**config.mk**
```make
export PLATFORM = sky130hd
export DESIGN_NAME = pipeline_stall_ctrl
export DESIGN_NICKNAME = d
export VERILOG_FILES = /design/src/rtl/pipe_ctrl_pkg.sv /design/src/rtl/md_latency_counter.sv /design/src/rtl/pipeline_stall_ctrl.sv
export SDC_FILE = /design/constraint.sdc
export NUM_CORES = 1
export LEC_CHECK = 0
export ABC_CLOCK_PERIOD_IN_PS = 3200
export CORE_MARGIN = 2
export CORE_UTILIZATION = 30
export CTS_BUF_LIST = sky130_fd_sc_hd__clkbuf_8
export CTS_CLUSTER_SIZE = 10
export DETAILED_ROUTE_END_ITERATION = 16
export PLACE_DENSITY_LB_ADDON = 0.1
export RECOVER_POWER = 100
export SLEW_MARGIN = 0
export SYNTH_ARGS = -nofsm -noshare
export SYNTH_HDL_FRONTEND = slang
export SYNTH_SLANG_ARGS = --single-unit
export TNS_END_PERCENT = 1
```
**constraint.sdc**
```tcl
create_clock -name clk -period 3.2 [get_ports clk]
set_input_delay 0.48 -clock clk [delete_from_list [all_inputs] [get_ports clk]]
set_output_delay 0.48 -clock clk [all_outputs]
set_load 0.005 [all_outputs]
```
**src/rtl/pipe_ctrl_pkg.sv**
```systemverilog
// pipe_ctrl_pkg
//   Shared definitions for the pipeline stall/flush sequencer:
//   - state_t      : FSM state encoding (RUN / MDWAIT / MDREL)
//   - ctrl_t       : packed pipeline-control bundle
//                    {pc_write, if_id_write, if_id_flush, ctrl_mux}
//   - CTRL_*       : control patterns for normal flow, stall, flush and reset
//   - MD_CYCLES_DEFAULT : default MUL/DIV latency (issue cycle included)
package pipe_ctrl_pkg;

  typedef enum logic [1:0] {
    RUN    = 2'd0,
    MDWAIT = 2'd1,
    MDREL  = 2'd2
  } state_t;

  localparam int MD_CYCLES_DEFAULT = 4;

  typedef struct packed {
    logic pc_write;
    logic if_id_write;
    logic if_id_flush;
    logic ctrl_mux;
  } ctrl_t;

  localparam ctrl_t CTRL_DEFAULT = 4'b1100;  // PC and IF/ID advance
  localparam ctrl_t CTRL_STALL   = 4'b0001;  // hold PC and IF/ID, bubble ID/EX
  localparam ctrl_t CTRL_FLUSH   = 4'b1111;  // redirect, NOP into IF/ID, bubble ID/EX
  localparam ctrl_t CTRL_RESET   = 4'b0011;  // frozen front end, everything squashed

endpackage

```
**src/rtl/md_latency_counter.sv**
```systemverilog
// md_latency_counter
//   Down-counter timing the in-flight MUL/DIV operation.
//   Ports:
//     clk, rst : clock, synchronous active-high reset (clears the count)
//     load     : load MD_CYCLES-1 (issue cycle of a MUL/DIV)
//     dec      : decrement by one (saturates at zero)
//     clr      : clear to zero (abort by branch)
//     last     : count is 1, i.e. this is the final MDWAIT cycle
module md_latency_counter
  import pipe_ctrl_pkg::*;
#(
  parameter int MD_CYCLES = MD_CYCLES_DEFAULT,
  parameter int CNT_W     = $clog2(MD_CYCLES + 1)
) (
  input  logic clk,
  input  logic rst,
  input  logic load,
  input  logic dec,
  input  logic clr,
  output logic last
);

  localparam logic [CNT_W-1:0] LOAD_VAL = CNT_W'(MD_CYCLES - 1);

  logic [CNT_W-1:0] cnt_reg;

  always_ff @(posedge clk) begin
    if (rst || clr) begin
      cnt_reg <= '0;
    end else if (load) begin
      cnt_reg <= LOAD_VAL;
    end else if (dec && (cnt_reg != '0)) begin
      cnt_reg <= cnt_reg - 1'b1;
    end
  end

  assign last = (cnt_reg == CNT_W'(1));

endmodule

```
**src/rtl/pipeline_stall_ctrl.sv**
```systemverilog
// pipeline_stall_ctrl
//   Stall/flush sequencer for the 5-stage pipeline. Merges load-use stalls,
//   taken-branch flushes and fixed-latency MUL/DIV stalls in one FSM.
//   All control outputs are combinational from state and inputs so a hazard
//   stalls the pipeline in the cycle it is detected.
//   Ports:
//     clk, rst    : clock, synchronous active-high reset
//     ldHazard    : load-use hazard this cycle
//     mdReq       : instruction in ID is MUL/DIV
//     branchTaken : branch in EX resolved taken
//     PCwrite, IF_ID_write, IF_ID_flush, ctrlMux : pipeline controls
//     mdStart     : one-cycle launch pulse for the MUL/DIV unit
//     mdBusy      : sequencer is outside RUN
//     stallCount  : saturating stall-cycle counter (only when the
//                   STALL_COUNTER_EN macro is defined)
module pipeline_stall_ctrl
  import pipe_ctrl_pkg::*;
#(
  parameter int MD_CYCLES = MD_CYCLES_DEFAULT,  // legal range 2..15
  parameter int CNT_W     = $clog2(MD_CYCLES + 1)
) (
  input  logic        clk,
  input  logic        rst,
  input  logic        ldHazard,
  input  logic        mdReq,
  input  logic        branchTaken,
  output logic        PCwrite,
  output logic        IF_ID_write,
  output logic        IF_ID_flush,
  output logic        ctrlMux,
  output logic        mdStart,
  output logic        mdBusy
`ifdef STALL_COUNTER_EN
  ,
  output logic [15:0] stallCount
`endif
);

  state_t state_reg, state_next;
  ctrl_t  ctrl;
  logic   md_start;
  logic   cnt_load, cnt_dec, cnt_clr, cnt_last;

  md_latency_counter #(
    .MD_CYCLES (MD_CYCLES),
    .CNT_W     (CNT_W)
  ) u_md_cnt (
    .clk  (clk),
    .rst  (rst),
    .load (cnt_load),
    .dec  (cnt_dec),
    .clr  (cnt_clr),
    .last (cnt_last)
  );

  always_comb begin
    ctrl       = CTRL_DEFAULT;
    md_start   = 1'b0;
    state_next = state_reg;
    cnt_load   = 1'b0;
    cnt_dec    = 1'b0;
    cnt_clr    = 1'b0;
    if (rst) begin
      ctrl = CTRL_RESET;
    end else begin
      case (state_reg)
        RUN: begin
          // A taken branch squashes the ID instruction, so its hazards are moot.
          if (branchTaken) begin
            ctrl = CTRL_FLUSH;
          end else if (ldHazard) begin
            ctrl = CTRL_STALL;
          end else if (mdReq) begin
            ctrl       = CTRL_STALL;
            md_start   = 1'b1;
            cnt_load   = 1'b1;
            state_next = MDWAIT;
          end
        end
        MDWAIT: begin
          if (branchTaken) begin
            ctrl       = CTRL_FLUSH;
            cnt_clr    = 1'b1;
            state_next = RUN;
          end else begin
            ctrl    = CTRL_STALL;
            cnt_dec = 1'b1;
            if (cnt_last) begin
              state_next = MDREL;
            end
          end
        end
        MDREL: begin
          // The issuing MUL/DIV is still in ID here; its mdReq must not re-fire.
          if (branchTaken) begin
            ctrl    = CTRL_FLUSH;
            cnt_clr = 1'b1;
          end
          state_next = RUN;
        end
        default: begin
          state_next = RUN;
        end
      endcase
    end
  end

  always_ff @(posedge clk) begin
    if (rst) begin
      state_reg <= RUN;
    end else begin
      state_reg <= state_next;
    end
  end

  assign PCwrite     = ctrl.pc_write;
  assign IF_ID_write = ctrl.if_id_write;
  assign IF_ID_flush = ctrl.if_id_flush;
  assign ctrlMux     = ctrl.ctrl_mux;
  assign mdStart     = md_start;
  assign mdBusy      = !rst && (state_reg != RUN);

`ifdef STALL_COUNTER_EN
  logic [15:0] stall_count_reg;

  always_ff @(posedge clk) begin
    if (rst) begin
      stall_count_reg <= '0;
    end else if (!ctrl.pc_write && (stall_count_reg != 16'hFFFF)) begin
      stall_count_reg <= stall_count_reg + 16'd1;
    end
  end

  assign stallCount = stall_count_reg;
`endif

endmodule

```
==> results by group <==
Logic synthesis
  – Syn_area_per_cell: 8.14 µm²
  – Seq/Total Area, Yosys: 20.2%
  – Synth warn: 0
  – Synth top cells by count: ha_1, inv_1, dfxtp_1, nand2b_1
  – Top_reg_cell synth: dfxtp_1
  – #FFs+latches synth: 5
  – Synth top area share: 20.2%
  – Most frequent cell after synthesis: ha_1
  – FFs w/ async S/R, synth: 0%
  – Ranking of synthesized cells by area: dfxtp_1, ha_1, inv_1
  – Mapped cell area: just under 500 µm²
  – Unique cell type count in the Yosys netlist: 31
  – Post-synth EDFFs: 0
  – Syn_nets: 74
  – Post-Syn Instances: 61
  – Cell taking the most area after synthesis: dfxtp_1

Clocking
  – Clock latency at the later pin of the worst-skew pair: 0.22 ns
  – CTS tree: yes
  – Clock transition at the registers of the reported paths: ~0.03 ns
  – CTS buffer count: 3
  – CTS Buffer Depth: 2
  – Clock Sinks: 5
  – Post-cts sizing count: 0
  – H-tree depth: 1
  – Postcts setup bufs: 0
  – Hold Buf Count CTS: 0
  – Root Buffer: clkbuf_8

Floorplan
  – Die height: 44.7 µm
  – Row cnt: 14
  – Die Area: 2000 µm²
  – Number of I/O pins: 11
  – Die X: approximately 45 µm
  – Core area: 1520 µm²
  – Starting Density: 32.6%

GRT
  – Total GRT Usage: 12.7%
  – Busiest grt layer: met1
  – Number of global-route vias before repair: 453
  – First-pass GRT wire length: about 1900 µm
  – Met3 GRT Util: 2.00%
  – Global-route track usage on met1: between 10% and 20%
  – Grt met2 use: between 10% and 20%
  – Initial antenna violation count: 0
  – Largest net degree at the start of global routing: 11
  – Gr ovfl total: 0

STA
  – Fin Setup TNS: 0 ns
  – Fin crit period: 2.77 ns
  – RSZ-0062 raised after global routing: false
  – Clk_skew: 0.00121 ns
  – Final hold vios: 0
  – Worst Tran Pin Value: 0.364 ns
  – Worst rel slew slack: 75.4%
  – Period utilisation layout: 86.7%
  – Fmax: 0.361 GHz
  – Setup violators final: 0
  – Final Max Slew Viols: 0

Setup path
  – Crit path arrival time: 2.29 ns
  – Worst path slowest cell: dlygate4sd3_1
  – Worst setup EP type: primary output
  – WP data required: 2.72 ns
  – Worst setup SP type: input port
  – Type of the worst setup path: input port to primary output
  – CP Max Fanout: 10
  – R2R depth: 5
  – CP peak stage delay: 0.56 ns
  – CP Cell Sequence: dlygate4sd3_1 -> clkbuf_1 -> nor3_1 -> o21bai_1 -> a21o_1 -> dlygate4sd3_1
  – Most repeated library cell on the critical path: dlygate4sd3_1
  – Reg-to-reg endpoint: u_md_cnt.cnt_reg[2]$_SDFFE_PP0P_
  – Worst path bufs/invs: 3
  – R2R setup slack: 1.37 ns
  – Crit path max-delay family: buffers and inverters
  – R2r startpoint: state_reg[1]$_SDFFE_PP0P_

Placement
  – GPL Wtd Cong: 0.697
  – DP HPWL: 815 µm
  – Port-buffer cells: 10
  – Placed Instance Area: 617 µm²

Drt
  – TritonRoute pass-1 iters: 4
  – DR vias: 442
  – DRT iter0 DRCs: 4
  – WL final: 1020 µm
  – Wire length per cell: 11.3 µm
  – # DRC: 0
  – DRT antenna net count: 0
  – Vias/cell: 4.91

Power and ir drop
  – P per Cell Area: 393 nW/µm²
  – Worst IR Drop VDD: 0.242 mV
  – Total Power: 0.000257 W
  – LEAKAGE: 0.273 nW

Final layout
  – Nets: 88
  – Layout cells sized above 1: 8.11%
  – Antenna cells: 0
  – Max FFs per register: 3
  – Design area: 653 µm²
  – Final core occ: 42.9%
  – Area Overhead vs Synth: 31.5%

Outcome
  – Status: finished, final reports clean

Min path
  – Hold Crit Class: flip-flop to flip-flop
  – Hold depth: 2
  – Hold Path End: state_reg[0]$_SDFFE_PP0P_
  – Min-delay src: state_reg[0]$_SDFFE_PP0P_

Job
  – Maxcap violations: 0
## power breakdown
part	leakage [nW]	internal (W)	switching, W	total [W]
sequential	0.0406	0.0000665	0.00000349	0.0000700
clock	0.0269	0.0000820	0.0000278	0.000110
combinational	0.206	0.0000396	0.0000375	0.0000772
total	0.273	0.000188	0.0000689	0.000257
## placed cells by master (no fill, tap or decap), drive strengths merged, types with 2 or more instances in the layout
cell	count
clkdlybuf4s50	3
a211oi	2
o21ai	3
nor2b	2
nand2	3
nor2	3
nand2b	4
a21o	2
inv	8
dlygate4sd3	7
ha	8
a21oi	2
clkbuf	4
dfxtp	5
## per-stage QoR
step / hold slack (ns) / cells / setup slack (ns)
global route: 0.564 / 90 / 0.288
CTS: 0.525 / 90 / 0.578
finish: 0.516 / 90 / 0.426
detailed placement: 0.522 / 86 / 0.612
global placement: 0.518 / 86 / 0.614
floorplan: 0.483 / 61 / 1.34
## tightest hold or removal path: cells and delay by family, from the launching register on
family,cells,cell delay (ns)
DFF,1,0.33
and+or+nand+nor,1,0.08
muxes,1,0.05
## routing by layer
layer | vias to the layer above | routed length (µm)
li1 | 242 | -
met1 | 196 | 548
met2 | 4 | 433
met3 | 0 | 34
met4 | 0 | 0
met5 | - | 0
## cell families after synthesis
family / count (synthesis) / synth area share [%]
flip-flops: 5 / 20.2
multiplexers: 1 / 2.02
AND/OR/NAND/NOR: 20 / 23.7
adder cells (fa/ha/maj): 8 / 20.2
buffers and inverters: 10 / 8.31
AO/OA/AOI/OAI: 17 / 25.7
## final cells by class
class	instances	area, µm²
clock buffers	3	41.3
clock inverters	1	3.75
fillers	173	871
inverters	7	26.3
multi-input cells	46	350
flip-flops and latches	5	100
well taps	16	20.0
repair buffers	12	111
## worst max path at each step
stage / startpoint / to / slack (ns) / depth (start not counted)
floorplan: state_reg[0]$_SDFFE_PP0P_ / IF_ID_flush / 1.34 / 4
global placement: mdReq / mdStart / 0.61 / 5
detailed placement: mdReq / mdStart / 0.61 / 5
CTS: state_reg[0]$_SDFFE_PP0P_ / IF_ID_flush / 0.58 / 5
global route: branchTaken / ctrlMux / 0.29 / 6
finish: branchTaken / ctrlMux / 0.43 / 6
No activity file was read; power rests on OpenSTA's default activity.
